**config.mk**
```make
export PLATFORM = sky130hd
export DESIGN_NAME = mac_rewrite_engine
export DESIGN_NICKNAME = d
export VERILOG_FILES = /design/src/rtl/mac_rewrite_engine.sv
export SDC_FILE = /design/constraint.sdc
export NUM_CORES = 1
export LEC_CHECK = 0
export ABC_AREA = 0
export CORE_UTILIZATION = 45
export DETAILED_ROUTE_END_ITERATION = 12
export PLACE_DENSITY = 0.78
export SETUP_SLACK_MARGIN = 0.5
export SLEW_MARGIN = 20
export SYNTH_ARGS = -nofsm -noshare
export SYNTH_HDL_FRONTEND = slang
export SYNTH_SLANG_ARGS = --single-unit
```
**constraint.sdc**
```tcl
create_clock -name i_clk -period 4.61 [get_ports i_clk]
set_input_delay 0.922 -clock i_clk [delete_from_list [all_inputs] [get_ports i_clk]]
set_output_delay 0.922 -clock i_clk [all_outputs]
set_load 0.02 [all_outputs]
```
**src/rtl/mac_rewrite_engine.sv**
```systemverilog
// mac_rewrite_engine
//   Rewrites the destination/source MAC fields of the head beat of each
//   packet. The new addresses come from a small metadata FIFO. The pipeline
//   has a fixed latency of two cycles, inserts no bubbles and keeps beats in
//   order.
//
// Ports
//   i_clk, i_rst     : clock, synchronous active-high reset
//   i_pkt_valid/i_pkt: input beat {marker[1:0], tag[3:0], data[DATA_W-1:0]}
//                      marker 01 = head, 11 = body, 10 = tail
//   o_pkt_valid/o_pkt: output beat, same format, two cycles after input
//   i_meta_valid/i_meta: push {dst[47:0], src[47:0], ...} into the FIFO
//   i_mode           : rewrite mode, used only on head beats
//                      0 pass, 1 meta dst/src, 2 swap, 3 src<-dst, dst<-meta
//   o_meta_full      : FIFO holds META_DEPTH entries
//   o_miss_cnt       : mode 1/3 heads that found the FIFO empty
//   o_ovf_cnt        : metadata discarded because the FIFO was full
//   o_err_cnt        : framing errors (body/tail in IDLE, head inside packet)
module mac_rewrite_engine #(
  parameter int DATA_W     = 128,
  parameter int META_W     = 128,
  parameter int META_DEPTH = 4
) (
  input  logic                i_clk,
  input  logic                i_rst,
  input  logic                i_pkt_valid,
  input  logic [DATA_W+5:0]   i_pkt,
  output logic                o_pkt_valid,
  output logic [DATA_W+5:0]   o_pkt,
  input  logic                i_meta_valid,
  input  logic [META_W-1:0]   i_meta,
  input  logic [1:0]          i_mode,
  output logic                o_meta_full,
  output logic [15:0]         o_miss_cnt,
  output logic [15:0]         o_ovf_cnt,
  output logic [15:0]         o_err_cnt
);

  localparam int PKT_W = DATA_W + 6;
  localparam int PTR_W = (META_DEPTH > 2) ? $clog2(META_DEPTH) : 1;
  localparam int CNT_W = $clog2(META_DEPTH + 1);
  localparam logic [1:0] MARK_HEAD = 2'b01;
  localparam logic [1:0] MARK_TAIL = 2'b10;

  // ---------------------------------------------------------------------
  // Input framing state machine
  // ---------------------------------------------------------------------
  typedef enum logic {IDLE, IN_PKT} state_t;

  state_t     state_reg;
  state_t     state_next;
  logic       fwd;
  logic       err_evt;
  logic [1:0] in_marker;

  assign in_marker = i_pkt[DATA_W+5 -: 2];

  always_ff @(posedge i_clk) begin
    if (i_rst) begin
      state_reg <= IDLE;
    end else begin
      state_reg <= state_next;
    end
  end

  always_comb begin
    state_next = state_reg;
    fwd        = 1'b0;
    err_evt    = 1'b0;
    if (i_pkt_valid) begin
      case (state_reg)
        IDLE: begin
          if (in_marker == MARK_HEAD) begin
            state_next = IN_PKT;
            fwd        = 1'b1;
          end else begin
            // Body/tail with no open packet: dropped.
            err_evt = 1'b1;
          end
        end
        IN_PKT: begin
          fwd = 1'b1;
          if (in_marker == MARK_HEAD) begin
            // Missing tail: the new head starts a fresh packet.
            err_evt = 1'b1;
          end else if (in_marker == MARK_TAIL) begin
            state_next = IDLE;
          end
        end
        default: state_next = IDLE;
      endcase
    end
  end

  // ---------------------------------------------------------------------
  // Stage 1: registered copy of every forwarded beat
  // ---------------------------------------------------------------------
  logic             s1_valid_reg;
  logic             s1_head_reg;
  logic [1:0]       s1_mode_reg;
  logic [PKT_W-1:0] s1_pkt_reg;

  always_ff @(posedge i_clk) begin
    if (i_rst) begin
      s1_valid_reg <= 1'b0;
      s1_head_reg  <= 1'b0;
      s1_mode_reg  <= '0;
      s1_pkt_reg   <= '0;
    end else begin
      s1_valid_reg <= i_pkt_valid & fwd;
      s1_head_reg  <= (in_marker == MARK_HEAD);
      s1_mode_reg  <= i_mode;
      s1_pkt_reg   <= i_pkt;
    end
  end

  // ---------------------------------------------------------------------
  // Metadata FIFO. Only the 96 address bits are stored. The head is
  // resolved one cycle after its input, so an entry pushed in the head's
  // input cycle is already visible here.
  // ---------------------------------------------------------------------
  logic [95:0]      meta_mem [META_DEPTH];
  logic [PTR_W-1:0] wr_ptr_reg;
  logic [PTR_W-1:0] rd_ptr_reg;
  logic [CNT_W-1:0] count_reg;
  logic             meta_empty;
  logic             meta_full;
  logic             need_meta;
  logic             pop;
  logic             push;
  logic             miss_evt;
  logic             ovf_evt;
  logic [95:0]      meta_rd;

  assign meta_empty = (count_reg == '0);
  assign meta_full  = (count_reg == CNT_W'(META_DEPTH));
  // Modes 1 and 3 are exactly the modes with bit 0 set.
  assign need_meta  = s1_valid_reg & s1_head_reg & s1_mode_reg[0];
  assign pop        = need_meta & ~meta_empty;
  assign miss_evt   = need_meta & meta_empty;
  // A pop in the same cycle frees a slot for a push into a full FIFO.
  assign push       = i_meta_valid & (~meta_full | pop);
  assign ovf_evt    = i_meta_valid & meta_full & ~pop;
  // Small FIFO: an asynchronous read keeps the rewrite in the pop cycle.
  assign meta_rd    = meta_mem[rd_ptr_reg];

  always_ff @(posedge i_clk) begin
    if (push) begin
      meta_mem[wr_ptr_reg] <= i_meta[META_W-1 -: 96];
    end
  end

  // Pointers wrap naturally because META_DEPTH is a power of two.
  always_ff @(posedge i_clk) begin
    if (i_rst) begin
      wr_ptr_reg <= '0;
      rd_ptr_reg <= '0;
      count_reg  <= '0;
    end else begin
      if (push) begin
        wr_ptr_reg <= wr_ptr_reg + 1'b1;
      end
      if (pop) begin
        rd_ptr_reg <= rd_ptr_reg + 1'b1;
      end
      case ({push, pop})
        2'b10:   count_reg <= count_reg + 1'b1;
        2'b01:   count_reg <= count_reg - 1'b1;
        default: count_reg <= count_reg;
      endcase
    end
  end

  generate
    if (META_W > 96) begin : g_meta_spare
      // Low metadata bits carry nothing this block uses.
      logic unused_meta_bits;
      assign unused_meta_bits = ^i_meta[META_W-97:0];
    end
  endgenerate

  assign o_meta_full = meta_full;

  // ---------------------------------------------------------------------
  // Header rewrite
  // ---------------------------------------------------------------------
  logic [47:0]      head_dst;
  logic [47:0]      head_src;
  logic [47:0]      new_dst;
  logic [47:0]      new_src;
  logic [PKT_W-1:0] out_pkt;

  assign head_dst = s1_pkt_reg[DATA_W-1  -: 48];
  assign head_src = s1_pkt_reg[DATA_W-49 -: 48];

  always_comb begin
    new_dst = head_dst;
    new_src = head_src;
    if (s1_head_reg) begin
      case (s1_mode_reg)
        2'd1: begin
          if (pop) begin
            new_dst = meta_rd[95:48];
            new_src = meta_rd[47:0];
          end
        end
        2'd2: begin
          new_dst = head_src;
          new_src = head_dst;
        end
        2'd3: begin
          if (pop) begin
            new_dst = meta_rd[95:48];
            new_src = head_dst;
          end
        end
        default: begin
          new_dst = head_dst;
          new_src = head_src;
        end
      endcase
    end
    out_pkt                     = s1_pkt_reg;
    out_pkt[DATA_W-1  -: 48]    = new_dst;
    out_pkt[DATA_W-49 -: 48]    = new_src;
  end

  // ---------------------------------------------------------------------
  // Stage 2: output register
  // ---------------------------------------------------------------------
  logic             o_valid_reg;
  logic [PKT_W-1:0] o_pkt_reg;

  always_ff @(posedge i_clk) begin
    if (i_rst) begin
      o_valid_reg <= 1'b0;
      o_pkt_reg   <= '0;
    end else begin
      o_valid_reg <= s1_valid_reg;
      if (s1_valid_reg) begin
        o_pkt_reg <= out_pkt;
      end
    end
  end

  assign o_pkt_valid = o_valid_reg;
  assign o_pkt       = o_pkt_reg;

  // ---------------------------------------------------------------------
  // Saturating event counters: 0 = miss, 1 = overflow, 2 = framing error
  // ---------------------------------------------------------------------
  logic [2:0]    cnt_evt;
  logic [47:0]   cnt_flat;

  assign cnt_evt = {err_evt, ovf_evt, miss_evt};

  generate
    for (genvar gi = 0; gi < 3; gi++) begin : g_cnt
      logic [15:0] cnt_reg;
      always_ff @(posedge i_clk) begin
        if (i_rst) begin
          cnt_reg <= '0;
        end else if (cnt_evt[gi] && (cnt_reg != 16'hFFFF)) begin
          cnt_reg <= cnt_reg + 16'd1;
        end
      end
      assign cnt_flat[gi*16 +: 16] = cnt_reg;
    end
  endgenerate

  assign o_miss_cnt = cnt_flat[15:0];
  assign o_ovf_cnt  = cnt_flat[31:16];
  assign o_err_cnt  = cnt_flat[47:32];

endmodule

```
==> results by group <==
Synthesis
  – Syn_nets: 2136
  – Post-synth EDFFs: 384
  – Synth Register Bits: about 700
  – Synth Flop Type: edfxtp_1
  – Synthesis warning total: 0
  – Seq/Total Area, Yosys: 0.688
  – Cells after Synth: 1859
  – Ys async rst share: 0
  – Post-Syn Area: 26400 um2
  – Syn avg cell area: 14.2 um2
  – Netlist cell types: 53

Pwr
  – Pwr per Cell Area: 415 nW/um2
  – Peak VDD IR: 0.270 mV
  – P_leak: 11.4 nW
  – Clock Power Share: 0.430
  – Flop pwr share: 0.504
  – Comb power frac: 0.065
  – P_int: ~11 mW
  – Total net switching power: 3.03 mW
  – Switching share of power: 0.215

Final layout
  – Area growth, synth to finish: 28.8%
  – Design area: 34000 um2
  – Fill cells: 4428
  – Utilization after layout: 0.588
  – Max reg flops: 384
  – Ratio of cells with drive above 1 in the final layout: 0.113
  – Fin nets: between 2000 and 3000

Timing
  – Final hold vios: 0
  – Setup_tns: 0 ns
  – Fmax: 0.306 GHz
  – Period minus WS final: about 3.3 ns
  – Max Slew Vio Count: 0
  – Final count of negative-setup-slack endpoints: 0
  – Period utilisation layout: 0.708
  – Clock Skew: 0.0192 ns
  – Slew headroom: 0.240
  – Slew @ Worst Pin: about 1.1 ns
  – RSZ-0062 raised after global routing: false

Global route
  – Vias in the first global route: 17400
  – Grt met1 use: 0.282
  – GRT overflow: 0
  – GR peak layer: met2
  – First-pass GRT wire length: 102000 um
  – GRT Total Usage: 0.225
  – Largest net degree at the start of global routing: 186
  – Initial antenna violation count: 13
  – Met2 track demand over resource: 0.374
  – Grt met3 use: 0.0574

Routing
  – DRT antenna net count: 0
  – Vias/cell: roughly 5.5
  – Vias: 17100
  – Drt total wl: 67500 um
  – WL/cell: 21.9 um
  – Initial DRC Count: 1218
  – DRC viols: 0
  – Pre-Repair DR Iteration Count: 5

Place
  – Routability congestion estimate: 0.873
  – HPWL after DPL: 42600 um
  – Port Buffers: 419
  – DP Area: 31400 um2

Status
  – Status: finished clean

Floorplanning
  – Initial core utilization: 0.457
  – Die X: approximately 240 um
  – Rows: 88
  – Die Ht: 244 um
  – Die area: between 50000 and 60000 um2
  – CORE AREA: 57800 um2
  – Io pins: 452

CTS
  – CTS max path bufs: 3
  – Num CTS Buffers: 73
  – Post-CTS Setup Repair Bufs: 0
  – Cells resized by post-CTS repair: 0
  – CTS tree: yes
  – H-tree Lvls: 3
  – Clock latency on the worst-skew pair: 0.61 ns
  – Hold-fix buffer count after cts: 0
  – CTS sink count: 715
  – Clock Tree Root: clkbuf_16
  – Clock slew at reported path FFs: 0.06 ns

Worst hold path
  – Hold Path Origin: s1_pkt_reg[92]
  – Hold path depth: 2
  – WHS Endpoint: o_pkt[92]
  – Hold/Removal Path Class: flip-flop to flip-flop

Setup path
  – Critical path class: flip-flop to flip-flop
  – Arr. time, crit path: between 3 and 4 ns
  – CP max FO: 25
  – Worst path cell trace: nand3_2, nor2_4, and4_2, buf_4, nand2_1, a41oi_1
  – Worst-case reg-to-reg path depth: 6
  – Buffers and inverters on the worst path: 1
  – Worst r2r src: s1_mode_reg[0]
  – Slowest stage cell, crit path: and4_2
  – CP Capture Type: flip-flop
  – CP startpoint kind: flip-flop
  – CP max stage delay: 0.77 ns
  – RR Endpoint: o_pkt[54]
  – Worst path required time: 5.13 ns
  – Delay-heaviest family, CP: simple AND/OR/NAND/NOR gates
  – Flop2flop setup slack: 1.35 ns

Job
  – Max_cap viols: 0
## synthesized netlist by cell type, types with 2 or more instances
master    number  share of area
inv_1         11         0.0016
nand2_1      220          0.031
or3_1          2        0.00047
mux4_2        96          0.082
nor4_1        11         0.0026
and3_1        11         0.0026
buf_1          5        0.00071
a31oi_1        3        0.00071
nand4_1       12         0.0028
and2_1         4        0.00095
and4_1         6         0.0020
ha_1           8         0.0038
clkbuf_1      95          0.014
mux2i_1       42          0.016
buf_2         20         0.0038
dfxtp_1      331           0.25
nor4b_4        2         0.0018
nand2b_1       2        0.00047
nor2_1       141          0.020
nor3_1        12         0.0023
a221oi_1      48          0.016
nor4b_1        2        0.00066
nor2b_1      141          0.033
a211oi_1      53          0.015
xnor2_1       30          0.010
edfxtp_1     384           0.44
xor2_1         6         0.0020
o21ai_0        8         0.0015
nand3_1       18         0.0034
o21bai_1      48          0.014
nor3b_1        4         0.0011
a21oi_1       15         0.0028
a41oi_1       48          0.016
## worst max path at each step
stage / endpoint / cells past startpoint / from
finish: o_pkt[54] / 6 / s1_mode_reg[0]
global route: o_pkt[51] / 6 / s1_mode_reg[0]
floorplan: meta_mem[0][0] / 2 / i_meta_valid
detailed placement: meta_mem[0][27] / 3 / i_meta_valid
global placement: meta_mem[0][75] / 3 / i_meta_valid
CTS: o_pkt[54] / 6 / s1_mode_reg[0]
## tightest hold or removal path, cell delays in order, from the launching register on
cell	delay, ns
dfxtp_1	0.31
nand2_1	0.05
a211oi_1	0.05
## logic make-up after synthesis
kind of cell,synth area share
xor+xnor,0.0119
fa+ha+maj,0.00455
compound gates,0.0683
buf+inv,0.0196
simple gates,0.110
flops,0.688
mux,0.0983
## placed cells by master (no fill, tap or decap), drive strengths merged, types with 3 or more instances in the layout
master / n
clkinv: 20
nand4: 12
a21oi: 15
nor2b: 141
edfxtp: 384
a31oi: 3
buf: 24
xor2: 6
inv: 17
and4: 6
xnor2: 30
nor4: 12
bufinv: 4
o21ai: 8
a211oi: 53
nand2: 220
mux2i: 42
clkbuf: 104
nand3: 19
clkdlybuf4s50: 418
nor3b: 4
dfxtp: 331
and3: 11
mux4: 96
o21bai: 48
a41oi: 48
a221oi: 48
and2: 4
diode: 9
nor4b: 4
nor3: 12
nor2: 142
or3: 3
ha: 8
## stage by stage
step | hold slack (ns) | setup slack (ns) | std cells | power, mW
floorplan | 0.437 | 0.781 | 1859 | 7.65
global placement | 0.446 | 1.43 | 2946 | 8.12
detailed placement | 0.449 | 1.38 | 2946 | 8.16
CTS | 0.456 | 1.33 | 3081 | 14.2
global route | 0.475 | 1.18 | 3087 | 14.6
finish | 0.458 | 1.35 | 3090 | 14.1
## cell type report
cell class | count | area (um2) | share of cell area
Multi-Input combinational cell | 1013 | 7790 | 0.229
Inverter | 11 | 41.3 | 0.00121
Antenna cell | 9 | 22.5 | 0.000662
Timing Repair Buffer | 442 | 4500 | 0.132
Clock buffer | 104 | 2220 | 0.0654
Clock inverter | 31 | 313 | 0.00920
Sequential cell | 715 | 18200 | 0.534
Tap cell | 765 | 957 | 0.0281
## power groups by stage
stage | Combinational [mW] | Clock, mW | Sequential [mW]
final | 0.922 | 6.07 | 7.11
after global routing | 0.987 | 6.43 | 7.13
after CTS | 0.932 | 6.19 | 7.11
after detailed placement | 0.920 | 0 | 7.24
after global placement | 0.899 | 0 | 7.23
after floorplan | 0.367 | 0 | 7.29
## per-layer routing
| metal | up-vias | wire length (um) |
|---|---|---|
| met5 | - | 61 |
| met4 | 10 | 1610 |
| met3 | 114 | 5410 |
| met2 | 674 | 33500 |
| met1 | 8541 | 26900 |
| li1 | 7715 | - |
No activity file was read; power rests on OpenSTA's default activity.
